**config.mk**
```make
export PLATFORM = sky130hd
export DESIGN_NAME = elevator_controller
export DESIGN_NICKNAME = d
export VERILOG_FILES = /design/src/rtl/elevator_controller.sv
export SDC_FILE = /design/constraint.sdc
export NUM_CORES = 1
export LEC_CHECK = 0
export CORE_MARGIN = 3
export CORE_UTILIZATION = 55
export DETAILED_ROUTE_END_ITERATION = 6
export PLACE_DENSITY = 0.74
export SETUP_SLACK_MARGIN = 0.1
export SYNTH_ARGS = -nofsm -noshare
export SYNTH_HDL_FRONTEND = slang
export SYNTH_SLANG_ARGS = --single-unit
```
**constraint.sdc**
```tcl
create_clock -name clk -period 4.3 [get_ports clk]
set_clock_uncertainty 0.05 [all_clocks]
set_input_delay 1.075 -clock clk [delete_from_list [all_inputs] [get_ports clk]]
set_output_delay 1.075 -clock clk [all_outputs]
set_load 0.01 [all_outputs]
```
**src/rtl/elevator_controller.sv**
```systemverilog
// elevator_controller
//   SCAN (collective) floor scheduler for a 4-stage car. Hall calls from the
//   button decoder are latched into per-stage up/down call registers. The car
//   moves one stage per MOVE_CYCLES, stops where the SCAN rules say so, and
//   holds the door open for DOOR_CYCLES (re-armed by a call at the car's stage).
//
// Ports
//   clk            system clock, rising edge
//   rst_n          asynchronous active-low reset
//   up_or_down     [0] call valid, [1] 1=up / 0=down
//   call_stage     stage of the call (valid with up_or_down[0])
//   current_stage  car position 0..3
//   moving_up      car moving, direction up
//   moving_down    car moving, direction down
//   door_open      door held open
//   pending        per-stage OR of up and down calls
//   dbg_state_o    controller state (0 idle, 1 move, 2 door)
//
// Handshake: calls are level-sampled on every rising edge while
// up_or_down[0]=1; there is no ready/acknowledge, repeated sampling of the
// same call is harmless because setting a set bit changes nothing.
module elevator_controller #(
    parameter int unsigned MOVE_CYCLES = 50_000_000,
    parameter int unsigned DOOR_CYCLES = 100_000_000,
    parameter int unsigned TW          = 27
) (
    input  logic       clk,
    input  logic       rst_n,
    input  logic [1:0] up_or_down,
    input  logic [1:0] call_stage,
    output logic [1:0] current_stage,
    output logic       moving_up,
    output logic       moving_down,
    output logic       door_open,
    output logic [3:0] pending,
    output logic [1:0] dbg_state_o
);

    typedef enum logic [1:0] {
        S_IDLE = 2'd0,
        S_MOVE = 2'd1,
        S_DOOR = 2'd2
    } state_e;

    localparam logic [TW-1:0] MOVE_LOAD = TW'(MOVE_CYCLES - 1);
    localparam logic [TW-1:0] DOOR_LOAD = TW'(DOOR_CYCLES - 1);

    state_e        state_q, state_d;
    logic [1:0]    stage_q, stage_d;
    logic          dir_q, dir_d;          // 1 = up
    logic [TW-1:0] timer_q, timer_d;
    logic [3:0]    up_q, up_d, dn_q, dn_d;
    logic [3:0]    up_set, dn_set, up_clr, dn_clr;
    logic [3:0]    calls;
    logic          reopen;
    logic [1:0]    next_stage;
    logic          ahead_n, dir_hit;
    logic          moving_up_q, moving_down_q, door_open_q;
    logic [3:0]    pending_q;

    function automatic logic any_above(input logic [3:0] c, input logic [1:0] s);
        logic r;
        r = 1'b0;
        for (int i = 0; i < 4; i++) begin
            if (i > int'(s) && c[i]) r = 1'b1;
        end
        return r;
    endfunction

    function automatic logic any_below(input logic [3:0] c, input logic [1:0] s);
        logic r;
        r = 1'b0;
        for (int i = 0; i < 4; i++) begin
            if (i < int'(s) && c[i]) r = 1'b1;
        end
        return r;
    endfunction

    assign calls = up_q | dn_q;

    always_comb begin
        state_d    = state_q;
        stage_d    = stage_q;
        dir_d      = dir_q;
        timer_d    = timer_q;
        up_set     = '0;
        dn_set     = '0;
        up_clr     = '0;
        dn_clr     = '0;
        next_stage = stage_q;
        ahead_n    = 1'b0;
        dir_hit    = 1'b0;

        // A call for the stage whose door is open re-arms the door instead
        // of being stored.
        reopen = up_or_down[0] && (state_q == S_DOOR) && (call_stage == stage_q);

        // An up call at the top and a down call at the bottom can only be
        // served from the other direction, so they are stored there.
        if (up_or_down[0] && !reopen) begin
            if ((up_or_down[1] && call_stage != 2'd3) || call_stage == 2'd0) begin
                up_set[call_stage] = 1'b1;
            end else begin
                dn_set[call_stage] = 1'b1;
            end
        end

        case (state_q)
            S_IDLE: begin
                if (calls[stage_q]) begin
                    state_d         = S_DOOR;
                    timer_d         = DOOR_LOAD;
                    up_clr[stage_q] = 1'b1;
                    dn_clr[stage_q] = 1'b1;
                end else if (any_above(calls, stage_q) && any_below(calls, stage_q)) begin
                    state_d = S_MOVE;
                    timer_d = MOVE_LOAD;
                end else if (any_above(calls, stage_q)) begin
                    state_d = S_MOVE;
                    dir_d   = 1'b1;
                    timer_d = MOVE_LOAD;
                end else if (any_below(calls, stage_q)) begin
                    state_d = S_MOVE;
                    dir_d   = 1'b0;
                    timer_d = MOVE_LOAD;
                end
            end
            S_MOVE: begin
                if (timer_q != '0) begin
                    timer_d = timer_q - 1'b1;
                end else begin
                    next_stage = dir_q ? stage_q + 2'd1 : stage_q - 2'd1;
                    stage_d    = next_stage;
                    ahead_n    = dir_q ? any_above(calls, next_stage)
                                       : any_below(calls, next_stage);
                    dir_hit    = dir_q ? up_q[next_stage] : dn_q[next_stage];
                    if (dir_hit || (!ahead_n && calls[next_stage])) begin
                        state_d = S_DOOR;
                        timer_d = DOOR_LOAD;
                        if (dir_q) up_clr[next_stage] = 1'b1;
                        else       dn_clr[next_stage] = 1'b1;
                        // End of the sweep: serve both directions here and turn.
                        if (!ahead_n) begin
                            up_clr[next_stage] = 1'b1;
                            dn_clr[next_stage] = 1'b1;
                            dir_d              = ~dir_q;
                        end
                    end else begin
                        timer_d = MOVE_LOAD;
                    end
                end
            end
            S_DOOR: begin
                if (reopen) begin
                    timer_d = DOOR_LOAD;
                end else if (timer_q != '0) begin
                    timer_d = timer_q - 1'b1;
                end else begin
                    state_d = S_IDLE;
                end
            end
            default: begin
                state_d = S_IDLE;
            end
        endcase

        // Clear wins over a same-edge set of the same bit.
        up_d = (up_q | up_set) & ~up_clr;
        dn_d = (dn_q | dn_set) & ~dn_clr;
    end

    always_ff @(posedge clk or negedge rst_n) begin
        if (!rst_n) begin
            state_q       <= S_IDLE;
            stage_q       <= 2'd0;
            dir_q         <= 1'b1;
            timer_q       <= '0;
            up_q          <= '0;
            dn_q          <= '0;
            moving_up_q   <= 1'b0;
            moving_down_q <= 1'b0;
            door_open_q   <= 1'b0;
            pending_q     <= '0;
        end else begin
            state_q       <= state_d;
            stage_q       <= stage_d;
            dir_q         <= dir_d;
            timer_q       <= timer_d;
            up_q          <= up_d;
            dn_q          <= dn_d;
            moving_up_q   <= (state_d == S_MOVE) && dir_d;
            moving_down_q <= (state_d == S_MOVE) && !dir_d;
            door_open_q   <= (state_d == S_DOOR);
            pending_q     <= up_d | dn_d;
        end
    end

    assign current_stage = stage_q;
    assign moving_up     = moving_up_q;
    assign moving_down   = moving_down_q;
    assign door_open     = door_open_q;
    assign pending       = pending_q;
    assign dbg_state_o   = state_q;

endmodule
```
==> report_table.html <==
<table>
<tr><th>Metric</th><th>Value</th></tr>
<tr><th colspan="2">Status</th></tr>
<tr><td>Status</td><td>finished, final reports clean</td></tr>
<tr><th colspan="2">Die</th></tr>
<tr><td>Die X-Extent</td><td>84.0 µm</td></tr>
<tr><td>Number of placement rows</td><td>27</td></tr>
<tr><td>Starting Density</td><td>58.6%</td></tr>
<tr><td>Die height</td><td>84.0 µm</td></tr>
<tr><td>Number of placed I/O pins</td><td>17</td></tr>
<tr><td>Full die area</td><td>7060 µm²</td></tr>
<tr><td>Area inside the core boundary</td><td>5710 µm²</td></tr>
<tr><th colspan="2">Routing</th></tr>
<tr><td>Initial DRC Count</td><td>369</td></tr>
<tr><td>Metal1 wirelength</td><td>4270 µm</td></tr>
<tr><td>Final WL</td><td>9260 µm</td></tr>
<tr><td>Met3 Routed Length</td><td>700 µm</td></tr>
<tr><td>Highest metal layer used by the detailed router</td><td>met4</td></tr>
<tr><td>First-pass DRT Iterations</td><td>5</td></tr>
<tr><td>Via count</td><td>3232</td></tr>
<tr><td>DRC</td><td>0</td></tr>
<tr><td>Routed wl met2</td><td>4110 µm</td></tr>
<tr><td>Vias per Instance</td><td>6.94</td></tr>
<tr><td>Final routed wire length divided by cell count</td><td>19.9 µm</td></tr>
<tr><td>Final ANT Viol Nets</td><td>0</td></tr>
<tr><th colspan="2">GRT</th></tr>
<tr><td>Via count of the first global-routing pass</td><td>3077</td></tr>
<tr><td>Largest net degree at the start of global routing</td><td>48</td></tr>
<tr><td>Global route total overflow</td><td>0</td></tr>
<tr><td>Antenna violations before repair</td><td>0</td></tr>
<tr><td>GRT Util Overall</td><td>27.0%</td></tr>
<tr><td>Wire length of the first global-routing pass</td><td>15600 µm</td></tr>
<tr><th colspan="2">Worst setup path</th></tr>
<tr><td>Arrival time worst endpoint</td><td>3620 ps</td></tr>
<tr><td>Required arrival time at the worst endpoint</td><td>4460 ps</td></tr>
<tr><td>Critical path peak fanout</td><td>8</td></tr>
<tr><td>Startpoint-to-endpoint class of the critical path</td><td>register to register</td></tr>
<tr><td>Crit end category</td><td>register</td></tr>
<tr><td>Element type at the critical path start</td><td>register</td></tr>
<tr><td>Number of cells traversed by the worst register-to-register path</td><td>8</td></tr>
<tr><th colspan="2">Synthesis</th></tr>
<tr><td>Number of storage elements in the synthesis netlist</td><td>47</td></tr>
<tr><td>Post-synth EDFFs</td><td>0</td></tr>
<tr><td>Top FF cell, synth</td><td>dfrtp_1</td></tr>
<tr><td>Count of synthesis-stage warnings from yosys</td><td>0</td></tr>
<tr><td>Synth Cell Area</td><td>3350 µm²</td></tr>
<tr><td>Mean area per synthesized cell</td><td>8.83 µm²</td></tr>
<tr><td>Synthesized instance count</td><td>379</td></tr>
<tr><td>Dominant cell by count in the synthesized netlist</td><td>dfrtp_1</td></tr>
<tr><td>Number of different library cells in the post-synthesis netlist</td><td>63</td></tr>
<tr><td>Fraction of post-synthesis cell area in the top cell type by area</td><td>34.4%</td></tr>
<tr><td>Cells taking the most area after synthesis</td><td>dfrtp_1 34%, nor2_1 4.3%, ha_1 4.1%</td></tr>
<tr><td>Library cell with the largest summed area after synthesis</td><td>dfrtp_1</td></tr>
<tr><td>Async set-reset flop share out of synthesis</td><td>100%</td></tr>
<tr><td>Synth cell count leaders</td><td>46 x dfrtp_1, 38 x nor2_1, 29 x nand2_1</td></tr>
<tr><td>Post-synth net total</td><td>396</td></tr>
<tr><td>Seq/Total Area, Yosys</td><td>35.2%</td></tr>
<tr><th colspan="2">Clock network</th></tr>
<tr><td>H-tree levels</td><td>2</td></tr>
<tr><td>Root buffer cell</td><td>clkbuf_8</td></tr>
<tr><td>Insertion delay to the later sink of the worst-skew pair</td><td>310 ps</td></tr>
<tr><td>Number of buffers added for setup after CTS</td><td>0</td></tr>
<tr><td>Bufs on Longest Clock Path</td><td>2</td></tr>
<tr><td>Total clock sinks</td><td>47</td></tr>
<tr><td>Number of hold buffers added after CTS</td><td>0</td></tr>
<tr><td>Number of buffers added by the clock tree synthesis step</td><td>5</td></tr>
<tr><td>Clock tree from TritonCTS</td><td>done</td></tr>
<tr><td>CTS clk-pin slew, worst paths</td><td>90 ps</td></tr>
<tr><td>Number of resized instances in the post-cts repair step</td><td>0</td></tr>
<tr><th colspan="2">Power</th></tr>
<tr><td>Part of the total power dissipated in the clock network</td><td>36.9%</td></tr>
<tr><td>Peak supply drop</td><td>0.153 mV</td></tr>
<tr><td>Cell Pwr Density</td><td>252 nW/µm²</td></tr>
<tr><td>Internal power</td><td>0.000700 W</td></tr>
<tr><td>Leakage Power</td><td>1.42 nW</td></tr>
<tr><td>Switching part of the total</td><td>25.2%</td></tr>
<tr><td>Switching Power</td><td>0.000236 W</td></tr>
<tr><td>Part of the total power dissipated in combinational logic</td><td>10.3%</td></tr>
<tr><td>Proportion of power drawn by flip-flops and latches</td><td>52.8%</td></tr>
<tr><th colspan="2">Finish</th></tr>
<tr><td>Share of cells above drive strength 1</td><td>11.7%</td></tr>
<tr><td>Number of diodes</td><td>0</td></tr>
<tr><td>Total number of nets in the final design</td><td>410</td></tr>
<tr><td>Area growth from synthesis to layout</td><td>10.8%</td></tr>
<tr><td>Fill cell total of the finished layout</td><td>471</td></tr>
<tr><th colspan="2">Hold path</th></tr>
<tr><td>Worst Hold Depth</td><td>2</td></tr>
<tr><td>Worst hold path class</td><td>register to register</td></tr>
<tr><th colspan="2">Timing</th></tr>
<tr><td>Min cycle time layout</td><td>3460 ps</td></tr>
<tr><td>Total negative setup slack</td><td>0 ps</td></tr>
<tr><td>Slew at the pin closest to its max-slew limit</td><td>1090 ps</td></tr>
<tr><td>Count of final hold-check violations</td><td>0</td></tr>
<tr><td>Max Clk Rate</td><td>289 MHz</td></tr>
<tr><td>Setup violation total in the final timing report</td><td>0</td></tr>
<tr><td>Post-route fraction of the period consumed by the critical path</td><td>80.5%</td></tr>
<tr><td>Tightest hold margin</td><td>477 ps</td></tr>
<tr><td>Normalized max-slew margin</td><td>27.3%</td></tr>
<tr><td>Final max-slew violation count</td><td>0</td></tr>
<tr><td>RSZ-0062 raised after global routing</td><td>false</td></tr>
<tr><th colspan="2">Placed design</th></tr>
<tr><td>Sum of net half-perimeters after detailed placement</td><td>6670 µm</td></tr>
<tr><td>Final Wtd Congestion</td><td>0.937</td></tr>
<tr><td>Total of buffers placed on input and output ports</td><td>16</td></tr>
<tr><th colspan="2">Flow run</th></tr>
<tr><td>Max-Cap Viols</td><td>0</td></tr>
</table>
[power groups by stage]
| stage | combinational, W | sequential, W | clock (W) |
|---|---|---|---|
| floorplan | 0.0000667 | 0.000493 | 0 |
| global placement | 0.0000930 | 0.000501 | 0 |
| detailed placement | 0.0000958 | 0.000502 | 0 |
| CTS | 0.0000965 | 0.000492 | 0.000348 |
| global route | 0.000109 | 0.000497 | 0.000368 |
| finish | 0.0000961 | 0.000494 | 0.000346 |
[flip-flops by register name, summed over array words and instances (netlist names)]
signal	count
timer_q	27
dn_q	4
pending	4
up_q	4
current_stage	2
dbg_state_o	2
dir_q	1
door_open	1
moving_down	1
moving_up	1
[metrics by stage]
stage	power (W)	utilization (%)	setup WS [ps]	std cells	instance area, µm²
after global placement	0.000594	62.9	686	458	3590
after detailed placement	0.000597	62.9	651	458	3590
after floorplan	0.000560	-	828	379	3350
after global routing	0.000973	65.0	593	466	3710
after CTS	0.000937	65.0	804	466	3710
final	0.000936	65.0	840	466	3710
[worst max-delay path, stage by stage (launching register included)]
cell	delay (ps)
dfrtp_1	380
inv_1	220
ha_1	390
xnor2_1	600
mux4_2	640
a21oi_1	140
o2111ai_1	270
or2_2	410
a311oi_1	270
[area by class of cell]
| cell class | count | area [µm²] | share of cell area, % |
|---|---|---|---|
| inverter | 15 | 56.3 | 1.52 |
| multi-input combinational | 297 | 2030 | 54.7 |
| sequential | 47 | 1180 | 31.7 |
| tap | 72 | 90.1 | 2.43 |
| timing repair buffer | 27 | 238 | 6.41 |
| clock inverter | 2 | 35.0 | 0.945 |
| clock buffer | 6 | 82.6 | 2.23 |
[path summary, 6_finish.rpt]
path                             startpoint           to  slack (ps)
max in group asynchronous             rst_n      up_q[3]        2620
min reg2reg                     timer_q[26]  timer_q[26]         480
min                             timer_q[26]  timer_q[26]         480
max reg2reg                current_stage[0]    moving_up         840
min in group asynchronous             rst_n      dn_q[2]         910
max                        current_stage[0]    moving_up         840
[cells in the final DEF, fill, tap and decap left out, types with 3 or more instances in the layout]
| cell | Yosys | routed |
|---|---|---|
| nor3_1 | 17 | 17 |
| clkdlybuf4s50_1 | 0 | 15 |
| a311oi_1 | 5 | 5 |
| or3_1 | 6 | 6 |
| o221ai_1 | 3 | 3 |
| o21ai_0 | 15 | 15 |
| clkbuf_8 | 0 | 6 |
| nand2b_1 | 6 | 6 |
| o22a_1 | 9 | 9 |
| a41oi_1 | 3 | 3 |
| or2_2 | 8 | 8 |
| o21a_1 | 7 | 7 |
| o21bai_1 | 3 | 3 |
| nand2_1 | 29 | 29 |
| ha_1 | 11 | 11 |
| or4_4 | 3 | 3 |
| xnor2_1 | 4 | 4 |
| inv_1 | 15 | 15 |
| a21oi_1 | 20 | 20 |
| and2_1 | 3 | 3 |
| mux4_2 | 5 | 5 |
| nand3_1 | 8 | 8 |
| buf_4 | 0 | 11 |
| dfrtp_1 | 46 | 46 |
| nor2b_1 | 4 | 4 |
| nand4_1 | 6 | 6 |
| o211ai_1 | 5 | 5 |
| a31oi_1 | 7 | 7 |
| nor2_1 | 38 | 38 |
| xor2_1 | 8 | 8 |
| o2111ai_1 | 4 | 4 |
| nor4_1 | 12 | 12 |
| o31ai_1 | 3 | 3 |
| o31a_1 | 4 | 4 |
| nor4b_1 | 3 | 3 |
[routing by layer]
metal	GRT usage [%]	vias to the layer above
met2	40.2	160
met4	8.33	0
met1	40.7	1578
met3	3.55	28
met5	0	-
li1	-	1466
[cells by family (layout without fill, tap and decap cells)]
family | after synthesis | after routing | synth area share [%]
xor+xnor | 12 | 12 | 3.14
mux | 7 | 7 | 3.96
simple gates | 157 | 157 | 25.6
buf+inv | 35 | 50 | 4.19
flops | 47 | 47 | 35.2
fa+ha+maj | 11 | 11 | 4.11
compound gates | 110 | 110 | 23.9
Power figures use the tool's default switching activity.
==> RTL edit 1 (same flow settings) <==
Set the parameter `TW` to 54 (it was 27).
--- a/src/rtl/elevator_controller.sv
+++ b/src/rtl/elevator_controller.sv
@@ -23,5 +23,5 @@
     parameter int unsigned MOVE_CYCLES = 50_000_000,
     parameter int unsigned DOOR_CYCLES = 100_000_000,
-    parameter int unsigned TW          = 27
+    parameter int unsigned TW          = 54
 ) (
     input  logic       clk,
Function: same outputs for any inputs over 4 cycles, from zero or initial values and one cycle with rst_n low; that may be too few to reach the edited logic, so the function may still have changed.
==> RTL edit 1 against the original RTL <==
- sequential cell count up 27
- first-iteration DRC count down 12%
- total power up 53%
- largest power group unchanged
- setup slack worse by 430 ps
- design area up 38%
- hold slack worse by 42 ps
- synthesized area up 39%
- wire length up 32%
==> RTL edit 1: results <==
{
  "outcome": "finished, final reports clean",
  "drive_above_1_share_pct": 9.45,
  "drt-total-wl_um": 12300,
  "synth_area_leaders": "dfrtp_1 (39%), nor2_1 (5.7%), xnor2_1 (4.1%)",
  "power.leakage_nw": 2.13,
  "synth_cell_types": 56,
  "fin_crit_ps": 3890,
  "synth_fa_ha_area_share_pct": 2.95,
  "synthArstFlopShare_pct": 100,
  "place.gp.congestion": 0.916,
  "use_met1_pct": 38.1,
  "clkLatencyLatePin_ps": 350,
  "cts_buffers": 9,
  "clk_pin_slew_worst_paths_ps": 80,
  "p_sw_share_pct": 25.8,
  "postCtsSetupBuffers": 0,
  "grt_max_degree": 75,
  "largest_register_ffs": 54,
  "finalHoldViolCount": 0,
  "reg2reg_depth": 9,
  "layout.nets": 562,
  "syn_nets": 550,
  "place_ws_ps": 364,
  "grt_usage_pct": 26.0,
  "cts_root_buffer": "clkbuf_8",
  "clockBufferDepth": 2,
  "met3_usage_pct": 5.21,
  "worst-path-max-fanout": 9,
  "drtIter0Drc": 323,
  "rrSetupSlack_ps": 410,
  "grt_first_pass_wirelength_um": 20500,
  "slew_headroom_pct": 20.0,
  "muxShareOfSynthArea_pct": 3.28,
  "grt_pass1_vias": 4036,
  "ir_drop_uv": 193,
  "ys_top_cells_by_count": "dfrtp_1 (73), nor2_1 (71), a21oi_1 (33), nand2_1 (29), o21ai_0 (29)",
  "yosysSeqAreaShare_pct": 39.8,
  "synth_compound_area_share_pct": 19.5,
  "critPathCapture": "pending[2]",
  "critPathMaxStageDelay_ps": 600,
  "placed_area_sq_um": 4920,
  "critPathLaunch": "current_stage[1]",
  "min-delay-start": "timer_q[52]",
  "use_met2_pct": 40.1,
  "critPathArrivalTime_ps": 4070,
  "top_register": "timer_q",
  "via_per_inst": 6.48,
  "ctsHtreeMaxLevel": 3,
  "synth_xor_area_share_pct": 4.51,
  "dpl.hpwl_um": 8870
}
[RTL edit 1: through the flow]
| step | instances | total power [mW] |
|---|---|---|
| final | 652 | 1.44 |
| after floorplan | 533 | 0.826 |
| after global placement | 636 | 0.865 |
| after global routing | 652 | 1.50 |
| after detailed placement | 636 | 0.873 |
| after CTS | 652 | 1.44 |
[RTL edit 1: worst max-delay path: cells and delay by family, from the launching register on]
family	cells	cell delay, ps
simple gates	3	890
compound gates	2	730
mux	1	600
flops	1	530
xor+xnor	1	420
fa+ha+maj	1	350
buf+inv	1	210
[RTL edit 1: what timing repair did]
action	CTS	global route
setup endpoints to repair	0	2
hold buffers	0	0
gates resized for setup	0	1
[RTL edit 1: how the worst min path moves through the flow]
stage | end | cells past startpoint | slack, ps
finish | timer_q[52] | 1 | 430
global route | timer_q[52] | 1 | 450
CTS | timer_q[52] | 1 | 440
detailed placement | timer_q[52] | 1 | 430
global placement | timer_q[52] | 1 | 410
floorplan | timer_q[52] | 1 | 390
[RTL edit 1: layout make-up]
cell class                 instances  area, sq um
clock buffer                      11          151
clock inverter                     5         61.3
fill                             671         2830
inverter                          19         71.3
multi-input combinational        416         2640
sequential                        74         1850
tap                              102          128
timing repair buffer              25          225
[RTL edit 1: power by group through the flow]
stage	registers, mW	clock network [mW]	logic (mW)
finish	0.750	0.578	0.109
global route	0.754	0.625	0.123
CTS	0.750	0.584	0.110
detailed placement	0.764	0	0.109
global placement	0.762	0	0.103
floorplan	0.754	0	0.0711
[RTL edit 1: layer usage]
metal,wire length (um),up-vias
met5,0,-
met3,756,12
li1,-,1991
met2,5600,148
met1,5770,2074
met4,124,0
==> RTL edit 2 (same flow settings) <==
Without the edit above. Reset style: synchronous (`rst_n`), changed in one clocked block. Comments in the files are not updated.
--- a/src/rtl/elevator_controller.sv
+++ b/src/rtl/elevator_controller.sv
@@ -170,5 +170,5 @@
     end
 
-    always_ff @(posedge clk or negedge rst_n) begin
+    always_ff @(posedge clk) begin
         if (!rst_n) begin
             state_q       <= S_IDLE;
Check against the original RTL: differs if rst_n is asserted again (counterexample within 4 cycles, from zero or initial values and one cycle with rst_n low); with rst_n held inactive, the same outputs for 10 cycles.
==> RTL edit 2 against the original RTL <==
- wire length decreased by 9.8%
- global-route usage down 0.43 points
- setup slack worse by 56 ps
- sequential cell count is the same
- design area shrank 7.1%
- via count decreased by 5.7%
- synthesized area down 5.7%
Power is not compared: it rests on default switching activity, and its combinational part moved more than twofold at a synthesized area within 25%.
==> RTL edit 2: results <==
{
  "synth_fa_ha_area_share_pct": 4.36,
  "cts_resized": 0,
  "wl_met1_um": 3970,
  "drtIter0Drc": 358,
  "wl_per_cell_um": 17.9,
  "numPlacedInstances": 459,
  "ys_top_cells_by_count": "dfxtp_1 (47), o21ai_0 (38), nor2_1 (31), a21oi_1 (28), nand2_1 (24)",
  "placed_area_sq_um": 3340,
  "synth_compound_area_share_pct": 27.6,
  "drive_above_1_share_pct": 11.4,
  "worst-path-max-fanout": 14,
  "vias": 3048,
  "grt_max_degree": 22,
  "syn_nets": 400,
  "yosysSeqAreaShare_pct": 29.8,
  "layout.nets": 413,
  "syn_avg_cell_area_sq_um": 8.24,
  "use_met2_pct": 38.6,
  "grt_pass1_vias": 2823,
  "wl_met3_um": 812,
  "use_met1_pct": 40.0,
  "place.gp.congestion": 0.929,
  "grt_first_pass_wirelength_um": 13900,
  "dpl.hpwl_um": 6060,
  "synth_cell_types": 73,
  "synthArstFlopShare_pct": 0,
  "cp_slowest_cell": "dfxtp_1",
  "critical_path.top_delay_family": "multiplexers",
  "tightestPinTransition_ps": 753,
  "outcome": "finished, final reports clean",
  "muxShareOfSynthArea_pct": 4.72,
  "synth_xor_area_share_pct": 3.61,
  "grt_usage_pct": 26.6,
  "met3_usage_pct": 5.48,
  "dr_wl_met2_um": 3460
}
==> RTL edit 2: cell types whose count changed after synthesis, moves of 5 or more <==
cell      before  now
a21oi_1       20   28
clkbuf_1      17    7
dfrtp_1       46    0
dfxtp_1        0   47
nand2_1       29   24
nor2_1        38   31
nor3_1        17   22
nor4_1        12    4
o21a_1         7    2
o21ai_0       15   38
o22a_1         9    0
or2_2          8   13
xnor2_1        4   10
xor2_1         8    3
==> RTL edit 2: cell type report <==
type,count,area [sq um]
fill,464,1890
clock inverter,1,30.0
timing repair buffer,18,175
clock buffer,6,72.6
sequential,47,941
inverter,20,75.1
multi-input combinational,304,2060
tap,70,87.6
==> RTL edit 2: path summary, 6_finish.rpt <==
check,start,cells after the start,slack [ps],endpoint
max reg2reg,current_stage[0],8,780,door_open
max,current_stage[0],8,780,door_open
min,timer_q[23],2,420,timer_q[23]
min reg2reg,timer_q[23],2,420,timer_q[23]
